### src/rtl/serial_pkg.sv
// ---------------------------------------------------------------------------
// serial_pkg
// Types and constants shared by the serializer and its matching
// deserializer.
//   state_e      : FSM state encoding (IDLE, SHIFT, WAIT_ACK)
//   SERIAL_WIDTH : default parallel word width in bits
// ---------------------------------------------------------------------------
package serial_pkg;

    localparam int SERIAL_WIDTH = 8;

    typedef enum logic [1:0] {
        IDLE     = 2'd0,
        SHIFT    = 2'd1,
        WAIT_ACK = 2'd2
    } state_e;

endpackage

### src/rtl/serializer.sv
// ---------------------------------------------------------------------------
// serializer
// Parallel-to-serial converter with a bit-rate enable and a receiver
// acknowledge handshake. A word is loaded while idle, shifted out one bit
// per enabled cycle, and the block then waits for ack_in. If no ack arrives
// within ACK_TIMEOUT cycles, it raises a one-cycle error pulse and returns
// to idle.
//
// Parameters
//   WIDTH       : parallel word width in bits
//   MSB_FIRST   : 1 = MSB shifted out first, 0 = LSB first
//   ACK_TIMEOUT : cycles allowed in WAIT_ACK before abort
//
// Ports
//   clock         in   system clock, rising edge
//   reset         in   asynchronous, active-high
//   data_in       in   parallel word to transmit
//   load_in       in   load request, honoured only while status_out=1
//   status_out    out  1 = ready to accept a word
//   bit_en_in     in   bit-rate enable, one bit per enabled cycle
//   serial_out    out  serial data bit
//   write_out     out  one-cycle bit-valid strobe
//   ack_in        in   receiver acknowledge, honoured only in WAIT_ACK
//   word_done_out out  pulses together with the write of the last bit
//   error_out     out  one-cycle pulse on ack timeout
//
// State      | meaning
// -----------+--------------------------------------------------------
// IDLE       | ready, status_out=1, waiting for load_in
// SHIFT      | emitting one bit per bit_en_in cycle
// WAIT_ACK   | word sent, waiting for ack_in or for the timeout
// ---------------------------------------------------------------------------
module serializer
    import serial_pkg::*;
#(
    parameter int WIDTH       = SERIAL_WIDTH,
    parameter int MSB_FIRST   = 1,
    parameter int ACK_TIMEOUT = 255
) (
    input  logic             clock,
    input  logic             reset,
    input  logic [WIDTH-1:0] data_in,
    input  logic             load_in,
    output logic             status_out,
    input  logic             bit_en_in,
    output logic             serial_out,
    output logic             write_out,
    input  logic             ack_in,
    output logic             word_done_out,
    output logic             error_out
);

    localparam int BW = (WIDTH > 1) ? $clog2(WIDTH) : 1;
    localparam int TW = (ACK_TIMEOUT > 0) ? $clog2(ACK_TIMEOUT + 1) : 1;
    localparam logic [BW-1:0] LAST_BIT  = BW'(WIDTH - 1);
    localparam logic [TW-1:0] TMO_LIMIT = TW'(ACK_TIMEOUT);

    state_e           state_q, state_d;
    logic [WIDTH-1:0] shift_q, shift_d;
    logic [BW-1:0]    bit_cnt_q, bit_cnt_d;
    logic [TW-1:0]    tmo_cnt_q, tmo_cnt_d;
    logic [TW-1:0]    tmo_inc;
    logic             status_q, status_d;
    logic             serial_q, serial_d;
    logic             write_q, write_d;
    logic             done_q, done_d;
    logic             error_q, error_d;

    assign tmo_inc = tmo_cnt_q + TW'(1);

    always_comb begin
        state_d   = state_q;
        shift_d   = shift_q;
        bit_cnt_d = bit_cnt_q;
        tmo_cnt_d = tmo_cnt_q;
        serial_d  = serial_q;
        write_d   = 1'b0;
        done_d    = 1'b0;
        error_d   = 1'b0;

        case (state_q)
            IDLE: begin
                if (load_in) begin
                    shift_d   = data_in;
                    bit_cnt_d = '0;
                    state_d   = SHIFT;
                end
            end

            SHIFT: begin
                if (bit_en_in) begin
                    write_d = 1'b1;
                    if (MSB_FIRST != 0) begin
                        serial_d = shift_q[WIDTH-1];
                        shift_d  = shift_q << 1;
                    end else begin
                        serial_d = shift_q[0];
                        shift_d  = shift_q >> 1;
                    end
                    // The counter holds at LAST_BIT instead of wrapping; it is
                    // cleared again by the next load.
                    if (bit_cnt_q == LAST_BIT) begin
                        done_d    = 1'b1;
                        tmo_cnt_d = '0;
                        state_d   = WAIT_ACK;
                    end else begin
                        bit_cnt_d = bit_cnt_q + BW'(1);
                    end
                end
            end

            WAIT_ACK: begin
                // ack takes priority, including on the timeout cycle itself.
                if (ack_in) begin
                    state_d = IDLE;
                end else begin
                    tmo_cnt_d = tmo_inc;
                    if (tmo_inc == TMO_LIMIT) begin
                        error_d = 1'b1;
                        state_d = IDLE;
                    end
                end
            end

            default: state_d = IDLE;
        endcase

        status_d = (state_d == IDLE);
    end

    always_ff @(posedge clock or posedge reset) begin
        if (reset) begin
            state_q   <= IDLE;
            shift_q   <= '0;
            bit_cnt_q <= '0;
            tmo_cnt_q <= '0;
            status_q  <= 1'b1;
            serial_q  <= 1'b0;
            write_q   <= 1'b0;
            done_q    <= 1'b0;
            error_q   <= 1'b0;
        end else begin
            state_q   <= state_d;
            shift_q   <= shift_d;
            bit_cnt_q <= bit_cnt_d;
            tmo_cnt_q <= tmo_cnt_d;
            status_q  <= status_d;
            serial_q  <= serial_d;
            write_q   <= write_d;
            done_q    <= done_d;
            error_q   <= error_d;
        end
    end

    assign status_out    = status_q;
    assign serial_out    = serial_q;
    assign write_out     = write_q;
    assign word_done_out = done_q;
    assign error_out     = error_q;

endmodule
### config.mk
export PLATFORM = sky130hd
export DESIGN_NAME = serializer
export DESIGN_NICKNAME = d
export VERILOG_FILES = /design/src/rtl/serial_pkg.sv /design/src/rtl/serializer.sv
export SDC_FILE = /design/constraint.sdc
export NUM_CORES = 1
export LEC_CHECK = 0
export CAP_MARGIN = 40
export CELL_PAD_IN_SITES_DETAIL_PLACEMENT = 2
export CELL_PAD_IN_SITES_GLOBAL_PLACEMENT = 2
export CORE_ASPECT_RATIO = 1.25
export CORE_MARGIN = 5
export CORE_UTILIZATION = 30
export DETAILED_ROUTE_END_ITERATION = 10
export HOLD_SLACK_MARGIN = 0.12
export PLACE_DENSITY = 0.81
export SYNTH_ARGS = -nofsm -noshare
export SYNTH_HDL_FRONTEND = slang
export SYNTH_SLANG_ARGS = --single-unit
### constraint.sdc
create_clock -name clock -period 1.5 [get_ports clock]
set_input_delay 0.45 -clock clock [delete_from_list [all_inputs] [get_ports clock]]
set_output_delay 0.45 -clock clock [all_outputs]
set_load 0.05 [all_outputs]
After elaboration in Yosys (flattened, before gate mapping)
Cells that the tools add are included.
{"block": "op_classes", "n_addsub": 2, "muxes": 25, "reduce_logical": 8, "eq_ne": 9}
{"op": "$mux 8", "count": 5}
{"op": "$pmux 8 s2", "count": 2}
{"op": "$mux 2", "count": 5}
{"op": "$ne 2x2->1 const B", "count": 5}
{"op": "$mux 3", "count": 3}
{"op": "$add 8x1->8 const B", "count": 1}
{"op": "$eq 8x8->1 const B", "count": 1}
{"op": "$mux 1", "count": 8}
{"op": "$reduce_and 4->1", "count": 2}
{"op": "$pmux 2 s3", "count": 1}
{"op": "$pmux 3 s2", "count": 1}
{"op": "$logic_not 2->1", "count": 2}
{"op": "$reduce_bool 2->1", "count": 2}
{"op": "$add 3x1->3 const B", "count": 1}
{"op": "$eq 3x3->1 const B", "count": 1}
{"op": "$reduce_and 3->1", "count": 1}
{"op": "$eq 2x1->1 const B", "count": 1}
{"op": "$eq 2x2->1 const B", "count": 1}
{"op": "$reduce_and 2->1", "count": 1}
{"block": "word_totals", "out_inout_bits": 5, "in_bits": 13, "wordCells": 53, "reg_bits": 26}

Longest topological paths before layout
{"block": "depth", "word_depth": 6, "depth_mapped": 6, "depth_no_buf": 6}

Least setup slack after synthesis
No wires, ideal clock.
{"block": "synth_path", "kind": "reg-to-reg", "from": "register bit_cnt_q[0]", "to": "register bit_cnt_q[0]", "arrival_ps": 1362, "n_path_buf": 0, "setup_slack_ps": 13, "required_ps": 1375, "stages_incl_launch_ff": 7, "cell_sequence": "dfrtp_1 ha_1 ha_1 nand3b_1 a21oi_1 nand2b_1 o31ai_1"}
{"block": "synth_via", "elab_chain_cells": 4}
{"item": "from (decl)", "line": "serializer.sv:60", "rtl": "logic [BW-1:0] bit_cnt_q, bit_cnt_d;"}
{"item": "from (signal assigned)", "line": "serializer.sv:145", "rtl": "bit_cnt_q <= bit_cnt_d;"}
{"item": "$add 3x1->3", "line": "serializer.sv:107", "rtl": "bit_cnt_d = bit_cnt_q + BW'(1);"}
{"item": "$mux 3", "line": "serializer.sv:102", "rtl": "if (bit_cnt_q == LAST_BIT) begin"}
{"item": "$mux 3", "line": "serializer.sv:91", "rtl": "if (bit_en_in) begin"}
{"item": "$pmux 3 s2", "line": "serializer.sv:81", "rtl": "case (state_q)"}
Several ways; a longest one is shown, not always the timed one. The select of a mux whose other input is x is not followed.
A chain may end at the register's enable or synchronous reset.

Worst setup path in the final report
{"block": "layout_path", "from": "register bit_cnt_q[1]", "to": "register bit_cnt_q[0]"}
{"block": "layout_via", "elab_chain_cells": 3}
{"item": "$eq 3x3->1", "line": "serializer.sv:102"}
{"item": "$ne 2x2->1 (no line)"}
{"item": "$reduce_and 4->1 (no line)"}
Every way passes these cells.

==> impl_metrics.py <==
metrics = {
    "floorplanning": {
        "io_pins": 18,
        "initial_utilization": 0.313,
        "core_area_um2": 4100,
        "chipWidth_um": 68.5,
        "dieHeight_um": 83.1,
        "die-area_um2": 5690,
        "rows": 26,
    },
    "worst_setup_path": {
        "max_stage_delay_ns": 0.40,
        "path_cells": "ha_2 -> ha_4 -> nand3b_1 -> a21oi_2 -> buf_4 -> nand2b_1 -> o31ai_1",
        "critPathBufInv": 1,
        "crit_path_end_kind": "flop",
        "cpMaxStageDelayCell": "dfrtp_1",
        "arrival_ns": 1.69,
        "cp_top_family": "flip-flops",
        "critPathMaxFanout": 5,
        "start_kind": "flop",
        "critical_path_required_ns": 1.66,
        "critPathKind": "reg2reg",
    },
    "timing": {
        "finalCritPeriodShare": 1.01,
        "clock_skew_ns": 0.00407,
        "holdWs_ns": 0.492,
        "worst_pin_slew_ns": 0.321,
        "clock.fmax_mhz": 657,
        "rsz0062_at_grt": "true",
        "final.setup.tns_ns": -0.0222,
        "setup_viol": 1,
        "maxSlewHeadroom": 0.784,
        "setup_ws_ns": -0.0222,
        "finalMaxSlewViolations": 0,
        "period_minus_slack_ns": 1.52,
        "hold_viol_final": 0,
    },
    "route": {
        "post_drt_wl_per_cell_um": 16.1,
        "totalWireLength_um": 3510,
        "vias": 1070,
        "drt_first_pass_iters": 2,
        "drc_errors": 0,
        "postRouteAntennaNets": 0,
        "vias_per_cell": 4.91,
        "drtIter0Drc": 40,
    },
    "power": {
        "ir_drop_v": 0.000505,
        "switching_share": 0.323,
        "p_int_w": 0.00167,
        "clkPwrFrac": 0.240,
        "p_per_area_nw_per_um2": 1350,
        "p_comb_frac": 0.366,
        "p_sw_w": 0.000799,
        "leakage_nw": 0.844,
        "seqPwrFrac": 0.394,
    },
    "global_route": {
        "antenna_found_initial": 0,
        "grt_overflow_total": 0,
        "track_usage": 0.135,
        "grt_pass1_vias": 1325,
        "grt_start_max_net_pins": 27,
        "grt_pass1_wl_um": 6020,
    },
    "synth": {
        "synth_cells": 124,
        "ys_top_cells_by_area": "dfrtp_1, o21ai_0, mux2i_1, nand2_1, ha_1",
        "ys_ff_latch": 26,
        "ys_warn_count": 0,
        "ys_seq_area_frac": 0.509,
        "synth_area_um2": 1280,
        "synth.distinct_cells": 33,
        "synth_top_cell_by_area": "dfrtp_1",
        "syn-num-nets": 141,
        "avgSynthCellArea_um2": 10.3,
        "post-synth-top-area-fraction": 0.488,
    },
    "cells_and_area": {
        "seq_area_um2": 654,
        "diodes": 0,
        "final_nets": 180,
        "drive_gt1_frac": 0.296,
        "stdcell_area_um2": 1830,
        "syn_to_final_growth_pct": 43.0,
        "nFillCells": 464,
        "multi_input_area_um2": 614,
    },
    "place": {
        "place_hpwl_um": 2630,
        "numPortBuffers": 17,
        "placed_area_um2": 1690,
        "gp_congestion": 0.837,
        "place_ws_ns": -0.473,
    },
    "clock_network": {
        "numClockSinks": 26,
        "clk_pin_slew_worst_paths_ns": 0.10,
        "cts-root-buf": "clkbuf_8",
        "cts_tree": "built",
        "h-tree-depth": 1,
        "clk_latency_ns": 0.27,
        "cts_made_buffers": 3,
        "holdBufCountCts": 0,
        "clk_path_buf_depth": 2,
    },
    "job": {
        "maxCapViolCount": 0,
    },
    "status": {
        "status": "finished with violations",
        "failed_checks": "negative setup slack",
    },
    "hold_path": {
        "hold_class": "in2async",
    },
}
[what timing repair did]
item / 4_1_cts / 5_1_grt
pin swaps: 3 / 2
endpoints found under the setup margin: 16 / 16
cloned: 0 / 0
gates resized for setup: 11 / 5
buffers inserted: 1 / 1
[layout by cell type (no fill, tap or decap), drive strengths merged, types with 2 or more instances in the layout]
| cell type | instances |
|---|---|
| nand3 | 7 |
| dfrtp | 25 |
| a31oi | 2 |
| xnor2 | 2 |
| buf | 27 |
| nor2 | 3 |
| clkdlybuf4s50 | 10 |
| dlygate4sd2 | 2 |
| o21ai | 19 |
| nor3b | 2 |
| nand2 | 17 |
| nor2b | 2 |
| inv | 7 |
| nand4 | 2 |
| mux2i | 7 |
| a21oi | 4 |
| clkbuf | 3 |
| nand2b | 2 |
| ha | 4 |
[cell families after synthesis]
logic type	Yosys count	synth area share
adder cells (fa/ha/maj)	4	0.0391
XOR/XNOR	2	0.0137
flip-flops	26	0.509
buffers and inverters	12	0.0527
AO/OA/AOI/OAI	32	0.165
multiplexers	8	0.0635
AND/OR/NAND/NOR	40	0.157
[worst reg2reg max path, stage by stage, from the launching register on]
cell and delay, ns:
dfrtp_1 0.40, ha_2 0.21, ha_4 0.17, nand3b_1 0.17, a21oi_2 0.15, buf_4 0.14
nand2b_1 0.10, o31ai_1 0.08
[cells in the mapped netlist]
master and n:
o21ai_0 19, clkbuf_1 1, o311ai_4 1, or2_2 1, xnor2_1 2, nand3b_1 1
nor2_1 3, buf_6 2, nand3_1 7, mux2i_1 7, a311oi_1 1, and3_1 1
buf_4 2, nand2b_1 2, o41ai_2 1, nand2_1 17, dfrtp_1 25, a31oi_1 2
nor2b_1 2, nor3b_1 1, o31ai_1 1, or3b_1 1, dfstp_2 1, a41oi_1 1
a21oi_1 4, a21o_1 1, o22a_1 1, ha_1 4, mux2_2 1, nand4_1 2
nor3_1 1, inv_1 7, nor3b_2 1
[metrics by stage]
step / utilization / total power, W / std cells
after floorplan: - / 0.00145 / 124
after global placement: 0.413 / 0.00177 / 212
after detailed placement: 0.413 / 0.00184 / 212
after CTS: 0.442 / 0.00249 / 217
after global routing: 0.447 / 0.00264 / 218
final: 0.447 / 0.00247 / 218
[flip-flops by register name (all words and copies together) (netlist names)]
signal / cells
shift_q: 8
tmo_cnt_q: 8
bit_cnt_q: 3
state_q: 2
error_out: 1
serial_out: 1
status_out: 1
word_done_out: 1
write_out: 1
[area by class of cell]
class | count | share of cell area
clock buffer | 3 | 0.0225
multi-input combinational | 86 | 0.335
tap | 56 | 0.0383
clock inverter | 1 | 0.0164
inverter | 7 | 0.0143
sequential | 26 | 0.357
timing repair buffer | 39 | 0.216
[path summary, 6_finish.rpt]
| check | startpoint | end | slack (ns) | depth (start not counted) |
|---|---|---|---|---|
| max reg2reg | bit_cnt_q[1]$_DFFE_PP0P_ | bit_cnt_q[0]$_DFFE_PP0P_ | -0.02 | 7 |
| max in group asynchronous | reset | status_out$_DFF_PP1_ | 0.77 | 3 |
| min in group clock | shift_q[3]$_DFFE_PP0P_ | shift_q[3]$_DFFE_PP0P_ | 0.49 | 2 |
| min | reset | tmo_cnt_q[0]$_DFFE_PP0P_ | 0.49 | 3 |
| min reg2reg | shift_q[3]$_DFFE_PP0P_ | shift_q[3]$_DFFE_PP0P_ | 0.49 | 2 |
| max | bit_cnt_q[1]$_DFFE_PP0P_ | bit_cnt_q[0]$_DFFE_PP0P_ | -0.02 | 7 |
[power groups by stage]
stage               Combinational [W]  Clock, W  Sequential (W)
detailed placement           0.000852         0        0.000983
finish                       0.000905  0.000594        0.000973
global placement             0.000799         0        0.000972
floorplan                    0.000410         0         0.00104
global route                 0.000996  0.000645         0.00100
CTS                          0.000899  0.000613        0.000981
[layer usage]
metal	track usage	part of all wire	vias to the layer above	wire (um)
met4	0.0362	0.0077	0	27
li1	-	-	514	-
met1	0.143	0.37	537	1290
met2	0.263	0.60	15	2110
met3	0.0162	0.023	4	79
met5	0	0	-	0
No activity file was read; power rests on OpenSTA's default activity.
